===== config.mk =====
export PLATFORM = sky130hd
export DESIGN_NAME = register_file_mp
export DESIGN_NICKNAME = d
export VERILOG_FILES = /design/src/rtl/cpu_pkg.sv /design/src/rtl/rf_clear_fsm.sv /design/src/rtl/register_file_mp.sv
export SDC_FILE = /design/constraint.sdc
export NUM_CORES = 1
export LEC_CHECK = 0
export CAP_MARGIN = 15
export CORE_UTILIZATION = 51
export CTS_CLUSTER_DIAMETER = 40
export DETAILED_ROUTE_END_ITERATION = 7
export PLACE_DENSITY = 0.81
export RECOVER_POWER = 100
export SYNTH_ARGS = -nofsm -noshare
export SYNTH_HDL_FRONTEND = slang
export SYNTH_SLANG_ARGS = --single-unit

===== constraint.sdc =====
create_clock -name clk -period 2 [get_ports clk]
set_input_delay 0.2 -clock clk [delete_from_list [all_inputs] [get_ports clk]]
set_output_delay 0.2 -clock clk [all_outputs]
set_load 0.005 [all_outputs]

===== src/rtl/cpu_pkg.sv =====
// Shared CPU datapath definitions.
// Holds the default register-file geometry and the state encoding of the
// register-file clear engine.
package cpu_pkg;

  localparam int CPU_DATA_W = 8;
  localparam int CPU_ADDR_W = 3;

  typedef enum logic [1:0] {
    RF_IDLE  = 2'd0,
    RF_CLEAR = 2'd1,
    RF_DONE  = 2'd2
  } rf_clr_state_t;

endpackage


===== src/rtl/rf_clear_fsm.sv =====
// Sequential clear engine for the register file.
// Walks the array one entry per cycle after clr_req is seen in IDLE, then
// pulses clr_done for one cycle and returns to IDLE.
// Ports:
//   clk, reset_n        clock / async active-low reset
//   clr_req             start request, only honoured in IDLE
//   clr_busy            high in CLEAR and DONE
//   clr_done            one-cycle pulse in DONE
//   clr_stb             array should zero entry clr_idx this cycle
//   clr_idx             entry being cleared
module rf_clear_fsm import cpu_pkg::*; #(
  parameter int ADDR_W = CPU_ADDR_W
) (
  input  logic              clk,
  input  logic              reset_n,
  input  logic              clr_req,
  output logic              clr_busy,
  output logic              clr_done,
  output logic              clr_stb,
  output logic [ADDR_W-1:0] clr_idx
);

  localparam int DEPTH = 1 << ADDR_W;
  // One extra bit so the counter reaches DEPTH instead of wrapping to 0.
  localparam logic [ADDR_W:0] LAST = (ADDR_W+1)'(DEPTH-1);

  rf_clr_state_t   state_q, state_d;
  logic [ADDR_W:0] idx_q, idx_d;

  // State register
  always_ff @(posedge clk or negedge reset_n) begin
    if (!reset_n) begin
      state_q <= RF_IDLE;
      idx_q   <= '0;
    end else begin
      state_q <= state_d;
      idx_q   <= idx_d;
    end
  end

  // Next state
  always_comb begin
    state_d = state_q;
    idx_d   = idx_q;
    case (state_q)
      RF_IDLE: begin
        if (clr_req) begin
          state_d = RF_CLEAR;
          idx_d   = '0;
        end
      end
      RF_CLEAR: begin
        idx_d = idx_q + 1'b1;
        if (idx_q == LAST) state_d = RF_DONE;
      end
      RF_DONE: state_d = RF_IDLE;
      default: state_d = RF_IDLE;
    endcase
  end

  // Outputs
  always_comb begin
    clr_busy = 1'b0;
    clr_done = 1'b0;
    clr_stb  = 1'b0;
    case (state_q)
      RF_CLEAR: begin
        clr_busy = 1'b1;
        clr_stb  = 1'b1;
      end
      RF_DONE: begin
        clr_busy = 1'b1;
        clr_done = 1'b1;
      end
      default: ;
    endcase
  end

  assign clr_idx = idx_q[ADDR_W-1:0];

endmodule


===== src/rtl/register_file_mp.sv =====
// Multi-port register file: two combinational read ports, one write port
// with optional same-cycle bypass, an accumulator tap, per-entry valid bits
// and a one-entry-per-cycle clear engine.
// Ports:
//   clk, reset_n                 clock / async active-low reset
//   wr_en, wr_addr, wr_data      write port (ignored while clr_busy)
//   rd_a_addr/rd_a_data          read port A
//   rd_b_addr/rd_b_data          read port B
//   acc_out                      contents of register ACC_IDX
//   valid_out                    bit i set once entry i is written
//   clr_req, clr_busy, clr_done  clear engine control / status
module register_file_mp import cpu_pkg::*; #(
  parameter int DATA_W  = CPU_DATA_W,
  parameter int ADDR_W  = CPU_ADDR_W,
  parameter int ACC_IDX = (1 << ADDR_W) - 1,
  parameter bit BYPASS  = 1'b1
) (
  input  logic                     clk,
  input  logic                     reset_n,
  input  logic                     wr_en,
  input  logic [ADDR_W-1:0]        wr_addr,
  input  logic [DATA_W-1:0]        wr_data,
  input  logic [ADDR_W-1:0]        rd_a_addr,
  output logic [DATA_W-1:0]        rd_a_data,
  input  logic [ADDR_W-1:0]        rd_b_addr,
  output logic [DATA_W-1:0]        rd_b_data,
  output logic [DATA_W-1:0]        acc_out,
  output logic [(1<<ADDR_W)-1:0]   valid_out,
  input  logic                     clr_req,
  output logic                     clr_busy,
  output logic                     clr_done
);

  localparam int DEPTH = 1 << ADDR_W;
  localparam logic [ADDR_W-1:0] ACC_A = ACC_IDX[ADDR_W-1:0];

  logic [DEPTH-1:0][DATA_W-1:0] regs;
  logic [DEPTH-1:0]             valid;
  logic                         clr_stb;
  logic [ADDR_W-1:0]            clr_idx;
  logic                         wr_ok;
  logic                         byp;

  rf_clear_fsm #(.ADDR_W(ADDR_W)) u_clr (
    .clk      (clk),
    .reset_n  (reset_n),
    .clr_req  (clr_req),
    .clr_busy (clr_busy),
    .clr_done (clr_done),
    .clr_stb  (clr_stb),
    .clr_idx  (clr_idx)
  );

  // Writes only land while the clear engine is idle; the same gate
  // enables forwarding so a dropped write is never seen on a read port.
  assign wr_ok = wr_en & ~clr_busy;
  assign byp   = BYPASS & wr_ok;

  always_ff @(posedge clk or negedge reset_n) begin
    if (!reset_n) begin
      regs  <= '0;
      valid <= '0;
    end else if (clr_stb) begin
      regs[clr_idx]  <= '0;
      valid[clr_idx] <= 1'b0;
    end else if (wr_ok) begin
      regs[wr_addr]  <= wr_data;
      valid[wr_addr] <= 1'b1;
    end
  end

  always_comb begin
    rd_a_data = regs[rd_a_addr];
    rd_b_data = regs[rd_b_addr];
    acc_out   = regs[ACC_A];
    if (byp && rd_a_addr == wr_addr) rd_a_data = wr_data;
    if (byp && rd_b_addr == wr_addr) rd_b_data = wr_data;
    if (byp && ACC_A == wr_addr)     acc_out   = wr_data;
  end

  assign valid_out = valid;

endmodule


# ---- After elaboration in Yosys (flattened, before gate mapping)
# Cells that the tools add are included.
dict set report word_totals {
  in_bits 21
  output_inout_bits 34
  elab_cells 72
  mem_bits_rw 0
  romBits 0
  register_bits 78
  n_memories 0
  latch_bits 0
}
dict set report classes {
  bitwise 7
  div_mod_pow 0
  n_shift 0
  multipliers 0
  mux 28
  n_eq_ne 8
  n_reduce_logical 11
  n_addsub 1
  n_lt_le_gt_ge 6
}
# operator n
set op_table {}
lappend op_table {{64-bit 2-to-1 mux} 2}
lappend op_table {{8-bit 2-to-1 mux} 9}
lappend op_table {{64-bit AND} 1}
lappend op_table {{64-bit bitwise mux} 1}
lappend op_table {{64-bit inverter} 1}
lappend op_table {{8-bit binary-select mux with 3-bit select} 2}
lappend op_table {{8-bit demux with 3-bit select} 2}
lappend op_table {{3-bit by 4-bit less-than comparator with 1-bit output (second input constant)} 4}
lappend op_table {{8-bit AND} 1}
lappend op_table {{8-bit inverter} 1}
lappend op_table {{8-bit bitwise OR} 1}
lappend op_table {{4-bit one-hot mux with 2 select lines} 1}
lappend op_table {{1-bit demux with 3-bit select} 2}
lappend op_table {{3-bit equality test} 2}
lappend op_table {{3-bit by 1-bit >= comparator with 1-bit output (second input constant)} 2}
lappend op_table {{1-bit logical AND} 5}
lappend op_table {{1-bit 2-to-1 mux} 5}
lappend op_table {{4-bit by 1-bit adder with 4-bit output (second input constant)} 1}
lappend op_table {{4-bit by 3-bit equality test with 1-bit output (second input constant)} 1}
lappend op_table {{2-bit 2-to-1 mux} 2}
lappend op_table {{4-bit 2-to-1 mux} 1}
lappend op_table {{2-bit one-hot mux with 2 select lines} 1}
lappend op_table {{2-bit AND reduction} 2}
lappend op_table {{2-bit nonzero test} 2}
lappend op_table {{9 further kinds} 9}

# ---- Logic depth before layout (Yosys ltp)
dict set report depth {
  ltp_word 7
  depth_mapped 8
  mapped_depth_nobuf 6
}

# ---- Cells and area by module
# Synthesis repeated with hierarchy kept, for this count alone.
dict set report hier_totals {
  cells_unflattened 392
  hier_area_um2 4822.1
}
# module instances area_per_inst_um2 cells_per_inst seq_area_each_um2
set modules_own_cells {}
lappend modules_own_cells {register_file_mp 1 4439.3 354 1801.7}
lappend modules_own_cells {rf_clear_fsm 1 382.9 38 150.1}

# ---- Worst setup path before layout
# No wires, ideal clock.
dict set report synth_path {
  path_kind {reg-to-reg}
  startpoint {register u_clr.state_q[0]}
  endpoint {register regs[39] in the netlist's numbering}
  required_time_ns 1.880
  t_arrival_ns 2.028
  setup_slack_ns -0.149
  stages_incl_launch_ff 9
  n_path_buf 2
  synth_period_minus_slack_ns 2.149
  setup_ns 0.120
  path_cell_list {dfrtp_1 -> inv_1 -> ha_1 -> or4b_4 -> or3b_1 -> buf_2 -> buf_6 -> nand3_2 -> o21ai_2}
}
dict set report synth_between {
  elab_chain_len 6
  word_cells_on_any_way 9
  classes_between {2 x eq/ne; 3 x mux; 2 x bitwise; 2 x reduce/logical}
}
# element line
set synth_lines {}
lappend synth_lines {{start, declared} rf_clear_fsm.sv:27} ;# rf_clr_state_t state_q, state_d;
lappend synth_lines {{start signal, assigned} rf_clear_fsm.sv:36} ;# state_q <= state_d;
lappend synth_lines {{2-bit equality test or 2-bit by 1-bit equality test with 1-bit output (tied branches)} rf_clear_fsm.sv:66} ;# case (state_q)
lappend synth_lines {{2-bit OR reduction (no source line) (*)} --}
lappend synth_lines {{1-bit 2-to-1 mux (*)} rf_clear_fsm.sv:66}
lappend synth_lines {{net clr_busy} register_file_mp.sv:30} ;# output logic clr_busy,
lappend synth_lines {{1-bit inverter (*)} register_file_mp.sv:56} ;# assign wr_ok = wr_en & ~clr_busy;
lappend synth_lines {{1-bit AND (*)} register_file_mp.sv:56}
lappend synth_lines {{2-bit nonzero test (no source line) (*)} --}
lappend synth_lines {{end signal, assigned by index} register_file_mp.sv:67} ;# regs[wr_addr] <= wr_data;
lappend synth_lines {{end, declared} register_file_mp.sv:37} ;# logic [DEPTH-1:0][DATA_W-1:0] regs;
# Mark *: on every way through the listed nets, which the timed path passes. The rest lies on a longest branch.
# A chain may end at the register's enable or synchronous reset.

# ---- Worst setup path after layout
dict set report layout_path {
  startpoint {register u_clr.state_q[0]}
  endpoint {output port rd_b_data[7]}
}
dict set report layout_between {
  elab_chain_len 7
  word_cells_on_any_way 8
  classes_between {2 x eq/ne; 2 x mux; 2 x bitwise; 2 x reduce/logical}
}
# element line
set layout_lines {}
lappend layout_lines {{2-bit equality test or 2-bit by 1-bit equality test with 1-bit output (tied branches)} rf_clear_fsm.sv:66}
lappend layout_lines {{2-bit OR reduction (no source line) (*)} --}
lappend layout_lines {{1-bit 2-to-1 mux (*)} rf_clear_fsm.sv:66}
lappend layout_lines {{1-bit inverter (*)} register_file_mp.sv:56}
lappend layout_lines {{1-bit AND (*)} register_file_mp.sv:56}
lappend layout_lines {{1-bit logical AND (*)} register_file_mp.sv:77} ;# if (byp && rd_b_addr == wr_addr) rd_b_data = wr_data;
lappend layout_lines {{8-bit 2-to-1 mux (*)} register_file_mp.sv:77}
lappend layout_lines {{end, declared} register_file_mp.sv:26} ;# output logic [DATA_W-1:0] rd_b_data,
# Mark *: on every way between the ends. The rest lies on a longest branch, timed or not.

==> results.toml <==
[run_status]
status = "complete, but fails checks"
violations = "setup timing"

[route]
first_iter_violations = 589
vias_per_cell = 7.17
ant_nets = 0
vias = 4848
wirelength_microns = 19400
post_drt_wl_per_cell_microns = 28.7
first_pass_iters = 5
drcViolationCount = 0

[synthesis]
netlist_area_sq_um = 4450
yosysTopAreaCellShare = 0.438
avgSynthCellArea_sq_um = 10.2
ys_ff_latch = 78
ys_seq_area_frac = 0.438
netlist_top_cells_area = "dfrtp_1 (44%), mux4_2 (16%), o21ai_0 (6.6%)"
yosysWarnings = 0
syn_inst = 438
synth.distinct_cells = 32
yosysMostFrequentCell = "dfrtp_1"
yosysTopAreaCell = "dfrtp_1"
ys.flop_type = "dfrtp_1"
synthArstFlopShare = 1.00
synth_edf_count = 0
synthTopCellsByCount = "dfrtp_1 (78), nand2_1 (74), o21ai_0 (59), nand3_1 (43), mux4_2 (32)"
synthesis.nets = 463

[layout]
drive_gt1_frac = 0.496
syn_to_final_growth_pct = 49.2
diodes = 0
n_fill_cell = 474
stdcell_count = 676
final_nets = 591
utilization = 0.796

[die]
core_area_sq_um = 8340
dieArea_sq_um = 9110
start_util = 0.534
die_h_microns = 95.4
fp.dieW_microns = 95.4
io_pins = 55
rows = 33

[timing]
rsz0062_at_grt = "yes"
min_period_ps = 2320
setup_viol = 65
fin_hold_ws_ps = 485
tightest_slew_ps = 1090
setup_ws_ps = -319
fmax_ghz = 0.431
min_period_over_period = 1.16
relSlewSlack = 0.271
hold_viol_final = 0
fin_skew_ps = 12.4
report.final.slew_viol_count = 0

[setup_path]
crit_path_max_fanout = 4
cp.arrival_ps = 2120
startpoint_type = "flop"
crit_path_end_kind = "output pin"
required_ps = 1800
path_class = "flop to output pin"

[global_routing]
grt_pass1_vias = 4792
track_usage = 0.411
grt_max_degree = 79
grt-ovfl-total = 0
grt_pass1_wl_microns = 26300
antenna_found_initial = 0

[placed_design]
port_buffers = 54
dp.cells = 623
place_ws_ps = -399
place_congestion = 0.983
dpl.hpwl_microns = 9560

[cts]
clock_latency_ps = 370
cts-root-buf = "clkbuf_8"
cts_buffers = 9
cts.sinks = 78
htree_num_levels = 3
cts.path.max_buffers = 2
cts_tree = "built"
clk_pin_slew_worst_paths_ps = 90

[hold_path]
hold_class = "flop to flop"

[pwr]
total_power_mw = 8.09
powerDensity_nw_per_um2 = 1220
ir_drop_v = 0.000709
p_leak_nw = 2.95

[run]
cap_violations = 0
registers in the layout, summed over array words and instances (netlist names):
register	flops
u_clr.state_q	2
u_clr.idx_q	4
valid_out	8
regs	64
report_power, final:
| group | total [mW] | internal, mW | switching [mW] |
|---|---|---|---|
| sequential | 3.01 | 2.22 | 0.789 |
| clock | 1.39 | 0.713 | 0.676 |
| combinational | 3.69 | 1.90 | 1.79 |
| total | 8.09 | 4.83 | 3.25 |
per-stage QoR:
step | cell area [sq um] | setup TNS (ps)
CTS | 6200 | -4980
finish | 6640 | -10700
floorplan | 4480 | -92.5
global route | 6640 | -13940
detailed placement | 5450 | -11570
global placement | 5450 | -10780
timing repair:
| action | 4_1_cts | 5_1_grt |
|---|---|---|
| hold endpoints to repair | 78 | 0 |
| resized for setup | 203 | 118 |
| pin swaps | 18 | 23 |
| cloned | 5 | 6 |
| setup buffers | 20 | 7 |
| endpoints found under the setup margin | 42 | 79 |
| hold buffers | 1 | 0 |
area by class of cell:
type / count / area, sq um / area share
Multi-Input combinational cell: 319 / 2890 / 0.435
Sequential cell: 78 / 1950 / 0.294
Timing Repair Buffer: 147 / 1410 / 0.212
Tap cell: 105 / 131 / 0.0198
Clock buffer: 10 / 128 / 0.0192
Clock inverter: 6 / 93.8 / 0.0141
Inverter: 11 / 41.3 / 0.00622
kinds of logic (layout without fill, tap and decap cells):
group | Yosys count | in the layout | share of synthesized area
xor gates and xnor gates | 6 | 6 | 0.0118
muxes | 49 | 49 | 0.200
and+or+nand+nor | 159 | 159 | 0.165
buffers and inverters | 41 | 174 | 0.0408
adders and majority gates | 4 | 4 | 0.0112
DFF | 78 | 78 | 0.438
AOI/OAI and AO/OA | 101 | 101 | 0.132
cell usage in the layout (no fill, tap or decap), types with 14 or more instances in the layout:
cell type	netlist	routed
o21ai_1	1	14
mux2i_1	16	15
buf_4	0	43
mux4_2	32	32
buf_6	2	35
nand2_1	74	61
buf_2	10	26
nand3_1	43	19
nand3_2	2	16
o21ai_2	15	36
clkdlybuf4s50_1	0	26
o21ai_0	59	23
dfrtp_1	78	78
final timing paths:
path / startpoint / to / slack, ps / cells after the start
max in group asynchronous: reset_n / u_clr.idx_q[2] / 610 / 3
min reg2reg: valid_out[7] / valid_out[7] / 490 / 1
max reg2reg: u_clr.state_q[0] / regs[34] / -240 / 8
max: u_clr.state_q[0] / rd_b_data[7] / -320 / 9
min: valid_out[7] / valid_out[7] / 490 / 1
min in group asynchronous: reset_n / regs[4] / 670 / 3
worst max-delay path, stage by stage, from the launching register on:
cell,delay (ps)
dfrtp_1,410
inv_2,90
ha_4,210
nor2b_4,160
nand4_1,160
buf_4,190
buf_6,130
buf_6,110
a21oi_4,140
buf_2,140
routing by layer:
metal / wire length (microns) / vias to the layer above / track usage
met5: 0 / - / 0
met1: 6180 / 2279 / 0.481
li1: - / 1847 / -
met3: 2700 / 193 / 0.139
met2: 8680 / 529 / 0.635
met4: 1850 / 0 / 0.294
(Power assumes the default switching activity.)
